**src/rtl/multicycle_pkg.sv**
```systemverilog
// Shared encodings for the multicycle RISC-V controller: FSM states, opcodes,
// ALUOp codes and datapath mux selects.
package multicycle_pkg;

    typedef enum logic [3:0] {
        S_FETCH,
        S_DECODE,
        S_MEMADR,
        S_MEMREAD,
        S_MEMWRITE,
        S_MEMWB,
        S_EXECR,
        S_EXECI,
        S_ALUWB,
        S_BEQ,
        S_JAL,
        S_TRAP
    } state_e;

    localparam logic [6:0] OP_LW   = 7'b0000011;
    localparam logic [6:0] OP_SW   = 7'b0100011;
    localparam logic [6:0] OP_R    = 7'b0110011;
    localparam logic [6:0] OP_I    = 7'b0010011;
    localparam logic [6:0] OP_BEQ  = 7'b1100011;
    localparam logic [6:0] OP_JAL  = 7'b1101111;

    localparam logic [1:0] ALUOP_ADD   = 2'b00;
    localparam logic [1:0] ALUOP_SUB   = 2'b01;
    localparam logic [1:0] ALUOP_FUNCT = 2'b10;

    localparam logic [1:0] RES_ALUOUT    = 2'b00;
    localparam logic [1:0] RES_DATA      = 2'b01;
    localparam logic [1:0] RES_ALURESULT = 2'b10;

    localparam logic [1:0] SRCA_PC    = 2'b00;
    localparam logic [1:0] SRCA_OLDPC = 2'b01;
    localparam logic [1:0] SRCA_RS1   = 2'b10;

    localparam logic [1:0] SRCB_RS2   = 2'b00;
    localparam logic [1:0] SRCB_IMM   = 2'b01;
    localparam logic [1:0] SRCB_FOUR  = 2'b10;

    localparam logic [1:0] IMM_I = 2'b00;
    localparam logic [1:0] IMM_S = 2'b01;
    localparam logic [1:0] IMM_B = 2'b10;
    localparam logic [1:0] IMM_J = 2'b11;

    function automatic logic [1:0] imm_src(input logic [6:0] op);
        case (op)
            OP_SW:   imm_src = IMM_S;
            OP_BEQ:  imm_src = IMM_B;
            OP_JAL:  imm_src = IMM_J;
            default: imm_src = IMM_I;
        endcase
    endfunction

endpackage

```
**src/rtl/multicycle_controller_alu_decoder.sv**
```systemverilog
// ALU operation decoder: maps ALUOp plus funct fields to the 3-bit ALUControl.
module ALU_Decoder
    import multicycle_pkg::*;
(
    input  logic [1:0] ALUOp,
    input  logic [2:0] funct3,
    input  logic [6:0] funct7,
    input  logic [6:0] Op,
    output logic [2:0] ALUControl
);

    logic r_sub;

    // Only R-type with funct7[5] subtracts; addi never does.
    assign r_sub = Op[5] & funct7[5];

    always_comb begin
        ALUControl = 3'b000;
        case (ALUOp)
            ALUOP_ADD: ALUControl = 3'b000;
            ALUOP_SUB: ALUControl = 3'b001;
            default: begin
                case (funct3)
                    3'b000:  ALUControl = r_sub ? 3'b001 : 3'b000;
                    3'b010:  ALUControl = 3'b101;
                    3'b110:  ALUControl = 3'b011;
                    3'b111:  ALUControl = 3'b010;
                    default: ALUControl = 3'b000;
                endcase
            end
        endcase
    end

endmodule

```
**src/rtl/multicycle_controller.sv**
```systemverilog
// Moore sequencer for the multicycle RISC-V datapath. Optional illegal-opcode
// trap state is built when ILLEGAL_OP_TRAP_EN is defined.
module multicycle_controller
    import multicycle_pkg::*;
(
    input  logic       clk,
    input  logic       rst,
    input  logic [6:0] Op,
    input  logic [2:0] funct3,
    input  logic [6:0] funct7,
    input  logic       Zero,
    input  logic       MemReady,
    output logic       PCWrite,
    output logic       AdrSrc,
    output logic       MemWrite,
    output logic       IRWrite,
    output logic       RegWrite,
    output logic [1:0] ResultSrc,
    output logic [1:0] ALUSrcA,
    output logic [1:0] ALUSrcB,
    output logic [1:0] ImmSrc,
    output logic [2:0] ALUControl,
    output logic       Done,
    output logic       Trap
);

    state_e     state_q, state_d;
    logic [1:0] alu_op;
    logic       trap_st;

    always_ff @(posedge clk) begin
        if (rst) state_q <= S_FETCH;
        else     state_q <= state_d;
    end

    always_comb begin
        state_d = state_q;
        case (state_q)
            S_FETCH:    if (MemReady) state_d = S_DECODE;
            S_DECODE: begin
                case (Op)
                    OP_LW, OP_SW: state_d = S_MEMADR;
                    OP_R:         state_d = S_EXECR;
                    OP_I:         state_d = S_EXECI;
                    OP_BEQ:       state_d = S_BEQ;
                    OP_JAL:       state_d = S_JAL;
`ifdef ILLEGAL_OP_TRAP_EN
                    default:      state_d = S_TRAP;
`else
                    default:      state_d = S_FETCH;
`endif
                endcase
            end
            S_MEMADR:   state_d = (Op == OP_SW) ? S_MEMWRITE : S_MEMREAD;
            S_MEMREAD:  if (MemReady) state_d = S_MEMWB;
            S_MEMWRITE: if (MemReady) state_d = S_FETCH;
            S_EXECR, S_EXECI, S_JAL: state_d = S_ALUWB;
            S_MEMWB, S_ALUWB, S_BEQ: state_d = S_FETCH;
`ifdef ILLEGAL_OP_TRAP_EN
            S_TRAP:     state_d = S_TRAP;
`endif
            default:    state_d = S_FETCH;
        endcase
    end

    always_comb begin
        PCWrite   = 1'b0;
        AdrSrc    = 1'b0;
        MemWrite  = 1'b0;
        IRWrite   = 1'b0;
        RegWrite  = 1'b0;
        ResultSrc = RES_ALUOUT;
        ALUSrcA   = SRCA_PC;
        ALUSrcB   = SRCB_RS2;
        alu_op    = ALUOP_ADD;
        Done      = 1'b0;
        trap_st   = 1'b0;
        case (state_q)
            S_FETCH: begin
                ALUSrcB   = SRCB_FOUR;
                ResultSrc = RES_ALURESULT;
                IRWrite   = MemReady;
                PCWrite   = MemReady;
            end
            S_DECODE: begin
                ALUSrcA = SRCA_OLDPC;
                ALUSrcB = SRCB_IMM;
`ifndef ILLEGAL_OP_TRAP_EN
                // Unknown opcodes retire here as a NOP.
                Done = !(Op inside {OP_LW, OP_SW, OP_R, OP_I, OP_BEQ, OP_JAL});
`endif
            end
            S_MEMADR: begin
                ALUSrcA = SRCA_RS1;
                ALUSrcB = SRCB_IMM;
            end
            S_MEMREAD:  AdrSrc = 1'b1;
            S_MEMWRITE: begin
                AdrSrc   = 1'b1;
                MemWrite = 1'b1;
                Done     = MemReady;
            end
            S_MEMWB: begin
                ResultSrc = RES_DATA;
                RegWrite  = 1'b1;
                Done      = 1'b1;
            end
            S_EXECR: begin
                ALUSrcA = SRCA_RS1;
                alu_op  = ALUOP_FUNCT;
            end
            S_EXECI: begin
                ALUSrcA = SRCA_RS1;
                ALUSrcB = SRCB_IMM;
                alu_op  = ALUOP_FUNCT;
            end
            S_ALUWB: begin
                RegWrite = 1'b1;
                Done     = 1'b1;
            end
            S_BEQ: begin
                ALUSrcA = SRCA_RS1;
                alu_op  = ALUOP_SUB;
                PCWrite = Zero;
                Done    = 1'b1;
            end
            S_JAL: begin
                ALUSrcA = SRCA_OLDPC;
                ALUSrcB = SRCB_FOUR;
                PCWrite = 1'b1;
            end
`ifdef ILLEGAL_OP_TRAP_EN
            S_TRAP:     trap_st = 1'b1;
`endif
            default: ;
        endcase

        // Reset suppresses every write and parks the selects on their FETCH values.
        if (rst) begin
            PCWrite   = 1'b0;
            AdrSrc    = 1'b0;
            MemWrite  = 1'b0;
            IRWrite   = 1'b0;
            RegWrite  = 1'b0;
            Done      = 1'b0;
            trap_st   = 1'b0;
            ResultSrc = RES_ALURESULT;
            ALUSrcA   = SRCA_PC;
            ALUSrcB   = SRCB_FOUR;
            alu_op    = ALUOP_ADD;
        end
    end

    assign ImmSrc = imm_src(Op);

`ifdef ILLEGAL_OP_TRAP_EN
    assign Trap = trap_st;
`else
    assign Trap = 1'b0;
`endif

    ALU_Decoder u_alu_dec (
        .ALUOp      (alu_op),
        .funct3     (funct3),
        .funct7     (funct7),
        .Op         (Op),
        .ALUControl (ALUControl)
    );

endmodule

```
**config.mk**
```make
export PLATFORM = sky130hd
export DESIGN_NAME = multicycle_controller
export DESIGN_NICKNAME = d
export VERILOG_FILES = /design/src/rtl/multicycle_pkg.sv /design/src/rtl/multicycle_controller_alu_decoder.sv /design/src/rtl/multicycle_controller.sv
export SDC_FILE = /design/constraint.sdc
export NUM_CORES = 1
export LEC_CHECK = 0
export BUFFER_PORTS_ARGS = -buffer_cell sky130_fd_sc_hd__buf_2
export CAP_MARGIN = 20
export CORE_MARGIN = 2
export CORE_UTILIZATION = 44
export CTS_CLUSTER_SIZE = 20
export DETAILED_ROUTE_END_ITERATION = 10
export PLACE_DENSITY = 0.88
export SLEW_MARGIN = 15
export SYNTH_ARGS = -nofsm -noshare
export SYNTH_HDL_FRONTEND = slang
export SYNTH_SLANG_ARGS = --single-unit
```
**constraint.sdc**
```tcl
create_clock -name clk -period 1.64 [get_ports clk]
set_input_delay 0.328 -clock clk [delete_from_list [all_inputs] [get_ports clk]]
set_output_delay 0.328 -clock clk [all_outputs]
set_load 0.02 [all_outputs]
```
==> results.txt <==
The number of design-rule violations left by the first detailed-router iteration came out at 42. Summed over all nets, the switching power comes to 0.000163 W. The horizontal die dimension came out at 45.2 µm. The total placed instance area came out at 955 µm². The final RePlAce weighted congestion came out at 0.869. For this design the ratio of total power to cell area is 346 nW/µm². Dividing the detail-routed wire length by the instance count gives 18.3 µm. The tightest min-delay check is of the in2reg type.

The flip-flop and latch area is 92.6 µm². The die height is 45.2 µm. Walking the worst path, the cells encountered are buf_12 -> and2b_2 -> mux2i_1 -> nor3_2 -> buf_4. The fraction of registers with async set or reset after synthesis is 0%. For this block, the routed nets add up to 3230 µm of wire. The first global-routing pass estimated 4350 µm of wire. The number of instances in the synthesized netlist is 107.

The multi-input logic area is 702 µm². The number of antenna repair diodes is 0. The critical path in this run is classified as reg2out.

The count of pins over their slew limit came out at 0. The initial standard-cell utilization of the core is 48.4%. STA classifies the critical path endpoint as a primary output. Counting the fill cells in the layout gives 95.

The number of buffers on the longest clock path is 2. state_q holds more flip-flops than any other register. After clock tree synthesis, the clock-pin slew on the worst setup and hold paths is 0.04 ns. The largest fanout on the critical path is 11. The part of the Yosys area used for sequential elements is 10.7%.

The required time of the critical path is 1.31 ns. The register bit total from synthesis came out at 4. The H-tree depth reported by CTS came out at 1.

The number of different library cells in the post-synthesis netlist is 46. The relative contribution of sequential cells to total power came out at 22.9%. The total CTS buffers came out at 3. The synthesized area divided by synthesized cell count came out at 6.97 µm². The clock insertion delay at the later pin of the skew report is 0.23 ns. The CTS tree is done.

The number of maximum-capacitance violations is 0. The area enclosed by the die boundary came out at 2040 µm². The clock sink total is 4. The maximum number of pins on one net before global-route repair is 17. Derived from the worst setup path, the maximum achievable clock frequency is 559 MHz. Subtracting the final worst setup slack from the clock period gives 1.79 ns. Data arrives at the worst endpoint at 1.46 ns. Cells with a size suffix above 1 make up 60.2% of the layout.

The worst IR drop on VDD came out at 0.000592 V. The synthesized area is 746 µm². During placement, the flow inserted port buffers numbering 31. STA classifies the critical path startpoint as a register. The run finished, with violations left. The flip-flop count of the largest register, all copies and words added is 4.

The final hold violation count is 0. The total half-perimeter wirelength after legalization and detailed placement came out at 1600 µm. The portion of total power attributed to the clock network came out at 25.5%. The buffer cell driving the clock tree root is clkbuf_4. The overall power consumption came out at 0.000454 W.

The number of antenna violations at the first check in global routing is 0. The worst setup skew after layout came out at 0.00178 ns. Cell internal power was estimated by the tool at 0.000291 W. In the final design database the tool counted 184 nets. The net count of the mapped netlist came out at 128. Setup slack on the critical path of the routed design comes to -0.149 ns. The top-level port count is 39. For this run, the leading register cell type out of synthesis is dfxtp_1. The checks that failed: negative setup slack.

In the finished design, the share of the clock period the worst path needs comes to 109%. The global router's overall resource usage came out at 29.3%. Setup violations remaining at the end of the flow were counted as 8. The slowest stage of the critical path is the dfxtp_4 cell. The largest registers in the layout are state_q: 4 flops.

The post-route cell area came out at 1310 µm². Relative to the synthesized area, the layout overhead comes to 76.2%. The leakage component of the power is 0.576 nW.

The via count of the first global-routing pass is 920. The core box area came out at 1540 µm². Once detail routing completed, the nets flagged for antenna violations numbered 0. The synthesized design contains 0 enable-type register cells.

The number of DRC violations after detailed routing is 0. The number of placement rows came out at 14. The vias per cell is 6.19. The net switching share of the total power came out at 35.9%.

For this run, the number of Yosys warnings is 0. The total number of vias came out at 1095. The first-pass iteration count of the detailed router is 4.

The overflow left after global routing came out at 0. On the worst path, the slowest cell contributes a delay of 0.36 ns. The logic gate share of total power is 51.6%. Setup repair after global routing could not meet its margin everywhere.
==> worst paths after layout <==
check             cells after the start        from          to  slack, ns
hold / removal                        3       Op[6]  state_q[3]       0.52
setup reg to reg                      6  state_q[1]  state_q[0]       0.01
setup / recovery                      5  state_q[1]  ALUSrcA[0]      -0.15
hold reg to reg                       3  state_q[1]  state_q[3]       0.70
==> worst max-delay path, delay by kind of cell, from the launching register on <==
kind / cells / cell delay [ns]
buf+inv: 2 / 0.34
simple gates: 2 / 0.44
mux: 1 / 0.10
flops: 1 / 0.36
==> area by class of cell <==
type / instances / share of cell area, %
multi-input cells: 92 / 53.4
repair buffers: 61 / 36.0
flip-flops and latches: 4 / 7.05
clock buffers: 3 / 1.71
well taps: 16 / 1.52
inverters: 1 / 0.286
==> cells in the final DEF, fill, tap and decap left out, types with 2 or more instances in the layout <==
cell / n
xnor2_1: 3
mux2i_1: 2
nor2_1: 10
nor2b_1: 2
nor3_1: 3
nand2_1: 5
o21ai_0: 4
nor3_2: 2
nor4_2: 2
o21ai_1: 2
buf_2: 21
a21o_1: 3
a31oi_1: 2
buf_4: 31
a21oi_1: 4
nor2_4: 2
clkbuf_4: 3
a21oi_2: 5
or3_1: 2
o21bai_1: 2
dfxtp_4: 3
buf_6: 6
nand4_1: 2
nor3b_1: 3
nand2_2: 2
and3_4: 2
nand3_1: 2
==> per-stage QoR <==
step / utilization, % / cells / setup TNS (ns) / hold WS [ns] / setup slack (ns)
floorplan: - / 107 / -0.00448 / 0.468 / -0.00268
global placement: 61.9 / 155 / 0 / 0.521 / 0.00727
detailed placement: 61.9 / 155 / -0.0296 / 0.538 / -0.0296
CTS: 76.2 / 170 / -0.438 / 0.433 / -0.106
global route: 85.2 / 177 / -1.27 / 0.502 / -0.178
finish: 85.2 / 177 / -0.620 / 0.524 / -0.149
==> cell usage after synthesis, types with 3 or more instances <==
master / count / area [µm²]
nor2_1: 11 / 41.3
a21oi_1: 8 / 40.0
nand2_1: 8 / 30.0
nor3_1: 5 / 25.0
buf_4: 4 / 30.0
dfxtp_1: 4 / 80.1
nor2b_1: 4 / 25.0
o21ai_0: 4 / 20.0
a21o_1: 3 / 22.5
a31oi_1: 3 / 18.8
and3_1: 3 / 18.8
nand3_1: 3 / 15.0
nor3b_1: 3 / 22.5
xnor2_1: 3 / 26.3
==> what timing repair did <==
item | 4_1_cts | 5_1_grt
pin swaps | 6 | 7
hold buffers | 0 | 0
setup buffers | 11 | 9
endpoints found under the setup margin | 12 | 16
gates cloned | 1 | 0
resized for setup | 26 | 22
==> power groups by stage <==
stage          sequential (W)  combinational (W)  clock, W
6_report             0.000104           0.000235  0.000116
5_1_grt              0.000104           0.000247  0.000126
4_1_cts              0.000107           0.000196  0.000128
3_5_place_dp         0.000107           0.000150         0
3_3_place_gp         0.000107           0.000145         0
2_1_floorplan        0.000106          0.0000986         0
==> logic make-up (layout without fill, tap and decap cells) <==
family / after synthesis / count (layout) / synth area share, %
buffers and inverters: 11 / 65 / 12.2
xor gates and xnor gates: 3 / 3 / 3.52
AOI/OAI and AO/OA: 30 / 30 / 26.5
other: 1 / 1 / 0.503
muxes: 2 / 2 / 2.68
and+or+nand+nor: 56 / 56 / 43.8
DFF: 4 / 4 / 10.7
==> metal layers <==
| metal | GRT usage (%) | vias up | part of all wire (%) |
|---|---|---|---|
| li1 | - | 506 | - |
| met1 | 35.4 | 507 | 37 |
| met2 | 53.7 | 68 | 51 |
| met3 | 4.40 | 14 | 7.0 |
| met4 | 6.47 | 0 | 4.4 |
| met5 | 0 | - | 0 |
No activity file was read; power rests on OpenSTA's default activity.
